--- config.mk ---
export PLATFORM = sky130hd
export DESIGN_NAME = lpnest_agu
export DESIGN_NICKNAME = d
export VERILOG_FILES = /design/src/rtl/lpnest_agu.sv
export SDC_FILE = /design/constraint.sdc
export NUM_CORES = 1
export LEC_CHECK = 0
export ABC_AREA = 1
export ABC_CLOCK_PERIOD_IN_PS = 8100
export CORE_ASPECT_RATIO = 0.5
export CORE_UTILIZATION = 40
export CTS_CLUSTER_DIAMETER = 150
export DETAILED_ROUTE_END_ITERATION = 8
export SYNTH_ARGS = -nofsm -noshare
export SYNTH_HDL_FRONTEND = slang
export SYNTH_SLANG_ARGS = --single-unit
--- constraint.sdc ---
create_clock -name i_clk -period 8.1 [get_ports i_clk]
set_input_delay 0.81 -clock i_clk [delete_from_list [all_inputs] [get_ports i_clk]]
set_output_delay 0.81 -clock i_clk [all_outputs]
set_load 0.005 [all_outputs]
--- src/rtl/lpnest_agu.sv ---
// Loop-nest address sequencer: walks an NDIM-deep nest and emits one pad address per rdy/ack transfer.
// Optional stall/catch-up cycle counter output enabled by defining LPNEST_PERF_EN.
module lpnest_agu #(
  parameter int NDIM  = 4,
  parameter int IDXW  = 8,
  parameter int ADDRW = 10
) (
  input  logic                  i_clk,
  input  logic                  i_rst,
  input  logic                  i_start,
  input  logic                  i_stall,
  input  logic                  i_abort,
  input  logic [NDIM*IDXW-1:0]  i_size,
  input  logic [NDIM*ADDRW-1:0] i_stride,
  input  logic [ADDRW-1:0]      i_base,
  input  logic [ADDRW:0]        i_avail,
  output logic                  o_rdy,
  input  logic                  i_ack,
  output logic [ADDRW-1:0]      o_addr,
  output logic [NDIM*IDXW-1:0]  o_idx,
  output logic [NDIM-1:0]       o_last,
  output logic                  o_busy,
  output logic                  o_done
`ifdef LPNEST_PERF_EN
  ,
  output logic [15:0]           o_stall_cnt
`endif
);

  // Handshake: an address transfers in a cycle where o_rdy && i_ack and no abort;
  // o_rdy is never a function of i_ack.
  typedef enum logic [1:0] {
    S_IDLE  = 2'd0,
    S_RUN   = 2'd1,
    S_STALL = 2'd2,
    S_DONE  = 2'd3
  } state_t;

  state_t state_q;
  state_t state_d;

  logic [IDXW-1:0]  size_q   [NDIM];
  logic [ADDRW-1:0] stride_q [NDIM];
  logic [ADDRW-1:0] base_q;
  logic [IDXW-1:0]  idx_q    [NDIM];
  logic [ADDRW-1:0] off_q    [NDIM];

  logic [ADDRW-1:0] addr_sum;
  logic [NDIM-1:0]  last;
  logic [NDIM-1:0]  carry;
  logic             all_last;
  logic             rdy;
  logic             xfer;
  logic             start_acc;

  for (genvar g = 0; g < NDIM; g++) begin : g_dim
    assign last[g] = (idx_q[g] == (size_q[g] - IDXW'(1)));
    assign o_idx[g*IDXW +: IDXW] = idx_q[g];
  end

  // Address is base plus the running per-dimension offsets, wrapping mod 2^ADDRW.
  always_comb begin
    addr_sum = base_q;
    for (int d = 0; d < NDIM; d++) begin
      addr_sum = addr_sum + off_q[d];
    end
  end

  // A dimension steps when every inner dimension sits at its last index.
  always_comb begin
    logic c;
    c = 1'b1;
    carry = '0;
    for (int d = 0; d < NDIM; d++) begin
      carry[d] = c;
      c = c & last[d];
    end
  end

  assign all_last  = &last;
  assign rdy       = (state_q == S_RUN) && ({1'b0, addr_sum} < i_avail);
  assign xfer      = rdy && i_ack && !i_abort;
  assign start_acc = (state_q == S_IDLE) && i_start && !i_abort;

  assign o_rdy  = rdy;
  assign o_addr = addr_sum;
  assign o_last = last;
  assign o_busy = (state_q == S_RUN) || (state_q == S_STALL);
  assign o_done = (state_q == S_DONE);

  always_comb begin
    state_d = state_q;
    if (i_abort) begin
      state_d = S_IDLE;
    end else begin
      case (state_q)
        S_IDLE:  if (i_start) state_d = S_RUN;
        S_RUN: begin
          if (xfer && all_last) state_d = S_DONE;
          else if (i_stall)     state_d = S_STALL;
        end
        S_STALL: if (!i_stall) state_d = S_RUN;
        S_DONE:  state_d = S_IDLE;
        default: state_d = S_IDLE;
      endcase
    end
  end

  always_ff @(posedge i_clk or posedge i_rst) begin
    if (i_rst) begin
      state_q <= S_IDLE;
    end else begin
      state_q <= state_d;
    end
  end

  // Size 0 is stored as 1 so the wrap compare never needs a special case.
  always_ff @(posedge i_clk or posedge i_rst) begin
    if (i_rst) begin
      base_q <= '0;
      for (int d = 0; d < NDIM; d++) begin
        size_q[d]   <= IDXW'(1);
        stride_q[d] <= '0;
      end
    end else if (start_acc) begin
      base_q <= i_base;
      for (int d = 0; d < NDIM; d++) begin
        size_q[d]   <= (i_size[d*IDXW +: IDXW] == '0) ? IDXW'(1) : i_size[d*IDXW +: IDXW];
        stride_q[d] <= i_stride[d*ADDRW +: ADDRW];
      end
    end
  end

  always_ff @(posedge i_clk or posedge i_rst) begin
    if (i_rst) begin
      for (int d = 0; d < NDIM; d++) begin
        idx_q[d] <= '0;
        off_q[d] <= '0;
      end
    end else if (i_abort || start_acc) begin
      for (int d = 0; d < NDIM; d++) begin
        idx_q[d] <= '0;
        off_q[d] <= '0;
      end
    end else if (xfer) begin
      for (int d = 0; d < NDIM; d++) begin
        if (carry[d]) begin
          if (last[d]) begin
            idx_q[d] <= '0;
            off_q[d] <= '0;
          end else begin
            idx_q[d] <= idx_q[d] + IDXW'(1);
            off_q[d] <= off_q[d] + stride_q[d];
          end
        end
      end
    end
  end

`ifdef LPNEST_PERF_EN
  logic stall_cyc;
  assign stall_cyc = (state_q == S_STALL) || ((state_q == S_RUN) && !rdy);

  always_ff @(posedge i_clk or posedge i_rst) begin
    if (i_rst) begin
      o_stall_cnt <= '0;
    end else if (start_acc) begin
      o_stall_cnt <= '0;
    end else if (stall_cyc && (o_stall_cnt != 16'hFFFF)) begin
      o_stall_cnt <= o_stall_cnt + 16'd1;
    end
  end
`endif

endmodule

Yosys cells after proc, flatten, opt, wreduce, memory -nomap -nowiden. Cells that the tools add are included. W data, S select, Z words.

Bits in registers: 156. Bits of input ports: 99.

Add/subtract/negate cells: 16. Magnitude comparators: 1. Equal/unequal tests: 10. Muxes and demuxes: 28. Bitwise operators: 2. Reduce and logical (&&, ||, !) cells: 23.

Operator list (number): $mux W8 (11); $add A10 B10 Y10 (8); $mux W40 (2); $mux W10 (7); $mux W32 (2); $add A8 B1 Y8 const B (4); $eq A8 B8 Y1 (4); $logic_not A8 Y1 (4); $sub A8 B1 Y8 const B (4); $lt A10 B11 Y1 (1); $mux W2 (5); $pmux W2 S4 (1); $reduce_bool A2 Y1 (4); $logic_and A1 B1 Y1 (6); $ne A3 B3 Y1 const B (2); $reduce_and A2 Y1 (3); $eq A2 B2 Y1 const B (2); $ne A4 B3 Y1 const B (1); $reduce_and A4 Y1 (1); $reduce_and A3 Y1 (1); $and A1 B1 Y1 (2); $eq A2 B1 Y1 const B (1); $logic_not A2 Y1 (1); $logic_or A1 B1 Y1 (2); $logic_not A1 Y1 (1).

Logic depth before layout (Yosys ltp). Gate-level depths: netlist of run 1.

Depth in word-level cells: 12. Depth in mapped cells: 31. Gate-level depth less buffers: 30.

Worst setup path after synthesis of run 1. Ideal clock, no wire load.

Kind: register to register. Start point: reg off_q[1] (netlist name). End point: reg idx_q, in the netlist o_idx[22]. Library setup time: 0.119 ns. Arrival time: 4.948 ns. Required time: 7.981 ns. Setup slack: 3.034 ns. Stages on the path, launching flop included: 29. Path buffers: 1. Clock period less this slack: 5.066 ns. Path through: dfrtp_1 inv_1 fa_1 fa_1 inv_1 fa_1 ha_1 fa_1 nand3_1 nand2_1 a21oi_1 o21ai_0 a21o_1 a21oi_1 xor2_1 ha_1 inv_1 nor2_1 nand2_1 o21ai_0 a21oi_1 nand4_1 nand2_2 nand2_4 nor2_8 buf_6 nand2_2 xor2_1 nor2_2.

Word-level cells in the longest chain between the ends: 7.

RTL lines: start, declared (line 46) `logic [ADDRW-1:0] off_q [NDIM];`; start signal, assigned by index (line 153) `off_q[d] <= off_q[d] + stride_q[d];`; $add A10 B10 Y10 (line 65) `addr_sum = addr_sum + off_q[d];`; net o_addr[9] (line 19) `output logic [ADDRW-1:0] o_addr,`; $lt A10 B11 Y1 (line 81) `assign rdy = (state_q == S_RUN) && ({1'b0, addr_sum} < i_avail);`; $logic_and A1 B1 Y1 (line 81); $logic_and A1 B1 Y1 (2 in series) (line 82) `assign xfer = rdy && i_ack && !i_abort;`; $reduce_bool A2 Y1 (no source line); $reduce_and A2 Y1 (no source line); end signal, assigned by index (line 152) `idx_q[d] <= idx_q[d] + IDXW'(1);`; end, declared (line 45) `logic [IDXW-1:0] idx_q [NDIM];`.

The timed path passes the listed nets, and every way through them passes these cells. A chain may end at the register's enable or synchronous reset.

Final worst setup path of run 1.
Start point: reg off_q[1] (netlist name). End point: reg idx_q, in the netlist o_idx[27].

Word-level cells in the longest chain between the ends: 7.

RTL lines (line): $add A10 B10 Y10 (65); $lt A10 B11 Y1 (81); $logic_and A1 B1 Y1 (81); $logic_and A1 B1 Y1 (2 in series) (82); $reduce_bool A2 Y1 (no source line); $reduce_and A2 Y1 (no source line).

Every way passes these cells.

==> results.md, run 1 <==
Worst hold path:
- The path category of the worst min-delay check is flip-flop to flip-flop.

Placement:
- Routability-driven placement finished with a final weighted congestion of 0.914.
- The quantity of I/O buffers inserted on ports is approximately 150.
- Detailed placement ended at an HPWL of 20800 um.
- The number of placed instances, taps included, is ~1.8k.

Yosys:
- The number of nets handed over by synthesis was ~1.6k.
- The count of synthesis-stage warnings from yosys is 0.
- Yosys mapped a number of flops with a built-in enable equal to 0.
- The main combinational cell family by area after synthesis is simple AND/OR/NAND/NOR gates.
- After technology mapping, the gate count stands at 1363.
- Counting flops with an async set or reset pin after synthesis yields a share of 100%.
- The post-synthesis cell type count is between 40 and 50.
- The synthesized netlist devotes 13.7% of its cell area to adder and majority cells.
- Summed over all instances, the cell type with the most area after synthesis is dfrtp_1.
- The portion of synthesized area spent on multiplexers is less than 1%.
- Yosys attributes the largest share of cell area to dfrtp_1 36%, nand2_1 14%, ha_1 8.0%, inv_1 7.9%, fa_1 5.7%.
- The flip-flop cell with the highest count after synthesis is dfrtp_1.
- Summing the areas of all compound-gate instances in the mapped netlist gives 9.40% of the synthesized area.
- The post-synthesis area per instance is ~7.7 um2.
- The post-synthesis simple-gate area fraction is about 24%.
- The area of the mapped netlist is approximately 11000 um2.
- The post-synthesis register bit count is ~160.
- The area share of the leading cell type in the synthesized netlist is 36.2%.
- The share of the Yosys chip area taken by registers is between 30% and 40%.
- The post-synthesis share of cell area spent on xor and xnor gates is 6.00%.

CTS:
- The H-tree depth is 4.
- The clock reaches the later pin of the worst-skew pair after around 440 ps.
- After clock tree synthesis, the clock-pin slew on the worst setup and hold paths is around 70 ps.
- The library cell used as clock root buffer is clkbuf_16.
- Post-CTS timing repair inserted 0 buffers for setup.
- The tree built by TritonCTS fans out to about 160 sinks.
- The TritonCTS clock tree is yes.
- TritonCTS created 17 clock buffers.
- The clock passes through at most 2 buffers.
- The number of resized instances in the post-cts repair step is 0.
- The hold buffer count at CTS is 0.

Worst setup path:
- The critical path launch point type is a flip-flop.
- The most numerous cell on the critical path is fa_1.
- The stage delay of the slowest cell on the critical path is around 530 ps.
- The top fanout value on the critical path is 24.
- The path type of the worst setup path is flip-flop to flip-flop.
- The worst setup path is captured at a flip-flop.
- For the worst setup path, the data arrival time is 6820 ps.
- The required time at the worst-slack endpoint is roughly 8400 ps.
- For this design, the slowest cell found on the critical path is fa_1.

STA:
- The final max-slew violation count was 0.
- The time the worst path needs with I/O delays and setup is between 6000 and 7000 ps.
- Setup violations remaining at the end of the flow were counted as 0.
- The fmax is about 0.15 GHz.
- The post-route fraction of the period consumed by the critical path is roughly 80%.
- Hold is met by around 490 ps.
- At the pin with the least slew margin, the transition time is 964 ps.
- Setup total negative slack on the finished layout was measured at 0 ps.
- The worst-case clock skew is 9.31 ps.
- The hold violation total from the final report is 0.
- Setup repair after global routing left no endpoint under its margin.
- The relative max-transition margin is 35.8%.

Layout:
- The number of standard cells in the final layout excluding fillers is between 1.5k and 2k.
- The number of antenna diodes in the final layout is 0.
- The number of fill cells is around 2.4k.
- The area of combinational cells with multiple inputs is around 5600 um2.
- Across the whole layout, storage elements account for about 3900 um2.
- The area growth from synthesis to layout is 22.5%.
- The total number of nets in the final design is 1701.
- The share of layout cells above drive strength 1 is around 4.6%.

Global route:
- Across every metal layer, demand over resource in global routing totals 21.3%.
- The via count of the first global-routing pass is ~9k.
- The number of antenna violations at the first check in global routing is 0.
- The largest net degree at the start of global routing is 83.
- The first global-routing pass estimated 44600 um of wire.
- The total congestion overflow after global routing is 0.

Die:
- The die is roughly 120 um tall.
- For this configuration, the core starts out at a cell density of 41.2%.
- The die covers approximately 27000 um2.
- The initialized floorplan defines 41 standard-cell rows.
- Pin placement for this block handled roughly 150 I/O pins.
- The region available for standard cell placement spans between 20000 and 30000 um2.
- From left edge to right edge, the die measures 231 um.

Power:
- The cell-internal power is between 0.002 and 0.003 W.
- Registers are responsible for a little over a quarter of the overall power.
- The maximum vdd ir drop is approximately 0.17 mV.
- The combinational share of power is 55.9%.
- For this design the total switching power over the nets is approximately 0.0021 W.
- The analysis attributes to cell leakage a power of approximately 6.4 nW.
- The share of power burned in the clock network is around 17%.
- The total power density per cell area is 368 nW/um2.
- The total design power is 0.00474 W.
- The switching power as a share of total power is between 40% and 50%.

Routing:
- Dividing the detail-routed wire length by the instance count gives ~15 um.
- The routed layout has between 9k and 10k vias.
- The count of routing violations after the opening detailed-route iteration is ~640.
- The remaining antenna violation count after routing is 0.
- The routed design has 27400 um of wire.
- The first detailed-routing pass ran for 5 iterations.
- The number of DRC violations after detailed routing is 0.
- Using the TritonRoute via totals, the vias-per-cell ratio works out to 4.86.

Run status:
- The run finished with clean final reports.

Flow run:
- The max-cap violation count is 0.
==> Yosys cell counts (4+ instances only) <==
master,number
nand2_1,392
inv_1,222
dfrtp_1,152
o21ai_0,76
nor2_1,71
ha_1,67
a21oi_1,64
nand3_1,54
xor2_1,43
nor3_1,31
fa_1,30
xnor2_1,29
o21ai_1,19
clkbuf_1,18
nand4_1,13
o22ai_1,7
nand2_2,6
nor2_2,6
nor4_1,6
buf_4,5
or2_2,5
dfstp_2,4
inv_2,4
==> placed cells by master (no fill, tap or decap), types with 7 or more instances in the layout <==
cell | netlist | routed
a21oi_1 | 64 | 64
clkbuf_16 | 0 | 17
clkdlybuf4s50_1 | 0 | 147
dfrtp_1 | 152 | 152
fa_1 | 30 | 30
ha_1 | 67 | 67
inv_1 | 222 | 220
nand2_1 | 392 | 392
nand3_1 | 54 | 53
nand4_1 | 13 | 13
nor2_1 | 71 | 71
nor3_1 | 31 | 31
o21ai_0 | 76 | 76
o21ai_1 | 19 | 19
o22ai_1 | 7 | 7
xnor2_1 | 29 | 29
xor2_1 | 43 | 43
==> per-layer routing <==
metal | global-route usage (%) | part of all wire [%] | wire length, um | vias up
met5 | 0 | 0 | 0 | -
met4 | 5.56 | 1.2 | 317 | 0
met3 | 4.39 | 4.1 | 1130 | 22
met2 | 33.5 | 44 | 12200 | 170
met1 | 29.9 | 50 | 13800 | 4259
li1 | - | - | - | 4592
==> cells by family after synthesis <==
logic type                 count (synthesis)
buffers and inverters                    255
and+or+nand+nor                          599
AOI/OAI and AO/OA                        183
xor gates and xnor gates                  72
adders and majority gates                 97
muxes                                      1
DFF                                      156
==> final timing paths <==
kind                              from            to  slack [ps]  cells past startpoint
hold reg to reg            stride_q[7]   stride_q[7]         490                      2
setup reg to reg              off_q[1]     o_idx[27]        1610                     28
setup / recovery              off_q[1]     o_idx[27]        1610                     28
min in group asynchronous        i_rst      off_q[6]         890                      2
hold / removal             stride_q[7]   stride_q[7]         490                      2
max in group asynchronous        i_rst  stride_q[34]        5730                      3
==> layout make-up <==
cell class	instances	share of cell area (%)
Multi-Input combinational cell	952	43.6
Sequential cell	156	30.3
Timing Repair Buffer	150	11.6
Inverter	228	6.71
Clock buffer	21	3.50
Tap cell	344	3.34
Clock inverter	11	0.932
==> sequential cells by signal, indices dropped and copies added, names as in the netlist <==
signal	cells
stride_q	40
state_q	2
base_q	10
o_idx	32
size_q	32
off_q	40
==> power groups by stage <==
stage	Combinational [W]	Clock (W)	Sequential, W
after global placement	0.00257	0	0.00130
after floorplan	0.00183	0	0.00122
final	0.00265	0.000797	0.00129
after CTS	0.00265	0.000819	0.00129
after global routing	0.00302	0.000852	0.00133
after detailed placement	0.00263	0	0.00130
==> worst max-delay path, delay by kind of cell (launching register included) <==
family / cells / cell delay [ps]
compound gates: 7 / 970
buf+inv: 4 / 600
simple gates: 10 / 1780
flops: 1 / 410
xor+xnor: 1 / 210
fa+ha+maj: 6 / 2370
==> stage by stage <==
step | cell area [um2] | util [%] | worst slack (ps)
final | 12900 | 50.5 | 1610
after global routing | 12900 | 50.5 | 1150
after detailed placement | 12300 | 48.3 | 1660
after floorplan | 10500 | - | 3030
after global placement | 12300 | 48.3 | 1880
after CTS | 12900 | 50.5 | 1640
Note: power is estimated with default switching activity, not from simulation.
==> run 2, diff against run 1 <==
--- a/config.mk
+++ b/config.mk
@@ -6,7 +6,7 @@
 export NUM_CORES = 1
 export LEC_CHECK = 0
 export ABC_AREA = 1
-export ABC_CLOCK_PERIOD_IN_PS = 8100
+export ABC_CLOCK_PERIOD_IN_PS = 5400
 export CORE_ASPECT_RATIO = 0.5
 export CORE_UTILIZATION = 40
 export CTS_CLUSTER_DIAMETER = 150
==> constraint.sdc (replaced) <==
create_clock -name i_clk -period 5.4 [get_ports i_clk]
set_input_delay 0.54 -clock i_clk [delete_from_list [all_inputs] [get_ports i_clk]]
set_output_delay 0.54 -clock i_clk [all_outputs]
set_load 0.005 [all_outputs]
==> run 2 against run 1 <==
  * Die area did not move
  * Sequential share of layout area fell by 1.8 points
  * Final area up 6.1%
  * Hold slack got worse by 4.5 ps
  * Clock-buffer cell count down 1
  * Largest power group unchanged
  * Via count grew 1.7%
  * Maximum frequency grew 21%
  * Sequential power up 50%
==> results.md, run 2 (synthesis gave the netlist of run 1 again) <==
Placement:
- The total half-perimeter wirelength after legalization and detailed placement is about 21000 um.
- Timing analysis after detailed placement gives a worst setup slack of -258 ps.
- The quantity of I/O buffers inserted on ports is approximately 150.
- The post-placement cell area is 12600 um2.
- The congestion estimate from routability-driven global placement came to between 0.8 and 0.9.

STA:
- The hold violation total from the final report is 0.
- The tightest hold path in the finished design has a slack of ~490 ps.
- Derived from the worst setup path, the maximum achievable clock frequency is around 0.19 GHz.
- On the final layout, the worst clock skew is 12.2 ps.
- The post-route fraction of the period consumed by the critical path is 99.3%.
- The worst path meets setup with around 38 ps of slack.
- Setup repair after global routing could not meet its margin everywhere.
- At the pin with the least slew margin, the transition time is slightly above 900 ps.
- After layout, the minimum clock period comes to around 5400 ps.
- Setup violations remaining at the end of the flow were counted as 0.
- The final max-slew violation count was 0.
- Measured against its own limit, the worst slew margin works out to between 30% and 40%.

CTS:
- The library cell used as clock root buffer is clkbuf_16.
- The H-tree depth is 4.
- The TritonCTS clock tree is yes.
- The clock reaches the later pin of the worst-skew pair after between 400 and 500 ps.
- Clock tree synthesis found a total of roughly 160 sinks.
- Hold repair after CTS inserted 0 buffers.
- The number of clock buffers added by TritonCTS is 17.
- Clock-pin slew was measured on the worst setup and hold paths at approximately 60 ps.
- The buffer depth of the longest clock path is 2.

Worst hold path:
- The origin of the worst min-delay path is size_q[2].
- The path category of the worst min-delay check is flip-flop to flip-flop.

Layout:
- In the final layout, the registers with the most flip-flops are off_q x40, stride_q x40.
- The total number of nets in the final design is 1754.
- The repair_antennas step left the layout with diodes totalling 0.
- From synthesis to final layout, the design area changed by 30.1%.
- Of the cells placed in the final design, the portion with a size suffix greater than 1 is 11.6%.
- The final instance area is ~14000 um2.
- After filler insertion, the fill cell instance count of the layout stands at approximately 2.3k.
- In the layout the commonest cells are 381 x nand2_1, 213 x inv_1, 152 x dfrtp_1, 146 x clkdlybuf4s50_1, 68 x o21ai_0.
- Leaving out fill and tap cells, the most frequent cell in the layout is nand2_1.
- The utilization after layout is 53.6%.

Die:
- The initial cell density of the core is 41.2%.
- The core region is roughly 25000 um2.
- The die boundary height is around 120 um.
- The top-level port count is 148.
- The area enclosed by the die boundary is ~27000 um2.
- Row generation in the floorplan step produced 41 rows.
- The die width is 231 um.

Worst setup path:
- STA puts the critical path data required time at between 5000 and 6000 ps.
- The top fanout value on the critical path is 7.
- The endpoint arrival time on the critical path is 5680 ps.
- The critical path starts at off_q[11].
- The critical path contains buffers and inverters numbering 7 combined.
- The critical path endpoint category is a flip-flop.
- The kind of cell with the highest combined delay along the critical path is adder cells.
- The path type of the worst setup path is flip-flop to flip-flop.
- For flop-to-flop paths, the worst setup slack is around 38 ps.
- The slowest cell on the critical path is fa_1.
- The critical register-to-register path startpoint is off_q[11].
- The stage delay of the slowest cell on the critical path is approximately 570 ps.
- The critical path launch point type is a flip-flop.

Routing:
- The detailed router finished its first iteration with 574 violations.
- The mean routed wirelength per cell is 14.7 um.
- For this run, design rule violations remaining after detail routing come to 0.
- Across all layers, the routed design uses just over 9k vias.
- The remaining antenna violation count after routing is 0.
- The detailed-router iteration count before antenna repair is 7.
- Dividing the detail-routed via count by the number of cells gives between 4 and 5.
- For this block, the routed nets add up to about 28000 um of wire.

Global route:
- The wire length of the first global-routing pass is between 40000 and 50000 um.
- The global router's overall resource usage is roughly 21%.
- The number of antenna violations at the first check in global routing is 0.
- The total congestion overflow after global routing is 0.
- The via count of the first global-routing pass is ~9k.
- The largest net degree at the start of global routing is 100.

Run status:
- The run finished with clean final reports.

Power:
- The static leakage power is about 6.7 nW.
- VDD sags by at most 0.271 mV.
- The total power density per cell area is roughly 560 nW/um2.

Flow run:
- Max-cap violations in this run came to 0.
[run 2: changes by cell type in the layout (fill, tap and decap cells not counted), moves of 6 or more]
| cell | before | now |
|---|---|---|
| a21oi_1 | 64 | 56 |
| o21ai_0 | 76 | 68 |
| buf_4 | 3 | 43 |
| nand2_1 | 392 | 381 |
| a21oi_2 | 0 | 8 |
| nand3_2 | 1 | 7 |
| inv_1 | 220 | 213 |
| nand2_2 | 6 | 14 |
| nand3_1 | 53 | 46 |
[run 2: tightest hold or removal path, stage by stage (launching register included)]
cell and delay (ps):
dfrtp_1 340, nand2_1 50, o21ai_0 60
[run 2: cell type report]
type	instances	area (um2)	area share (%)
Clock buffer	20	447	3.27
Multi-Input combinational cell	952	5880	43.0
Sequential cell	156	3910	28.6
Tap cell	344	430	3.15
Clock inverter	11	145	1.06
Timing Repair Buffer	203	1980	14.5
Inverter	228	882	6.45
[run 2: report_power, final]
group / leakage, nW / internal, W / switching, W
Sequential: 2.02 / 0.00156 / 0.000363
Combinational: 4.44 / 0.00205 / 0.00246
Clock: 0.282 / 0.000735 / 0.000499
Total: 6.75 / 0.00435 / 0.00332
[run 2: path summary, 6_finish.rpt]
path	to	depth (start not counted)
max	off_q[30]	27
min	size_q[2]	2
max reg2reg	off_q[30]	27
min reg2reg	size_q[2]	2
max in group asynchronous	size_q[16]	3
min in group asynchronous	stride_q[17]	2
[run 2: stage by stage]
stage | TNS, ps | total power, W | std cells
floorplan | 0 | 0.00457 | 1363
global placement | -332 | 0.00598 | 1859
detailed placement | -5570 | 0.00607 | 1859
CTS | 0 | 0.00748 | 1896
global route | -6450 | 0.00840 | 1914
finish | 0 | 0.00767 | 1914
[run 2: per-layer routing]
metal / part of all wire, % / global-route usage, %
met3: 3.5 / 3.86
met4: 1.1 / 6.00
met5: 0 / 0
met2: 46 / 34.0
met1: 50 / 30.2
[run 2: timing repair]
action	CTS	global route
hold endpoints to repair	0	0
pin swaps	13	30
buffers inserted	6	16
gates resized for setup	22	73
endpoints found under the setup margin	64	67
gates cloned	0	2
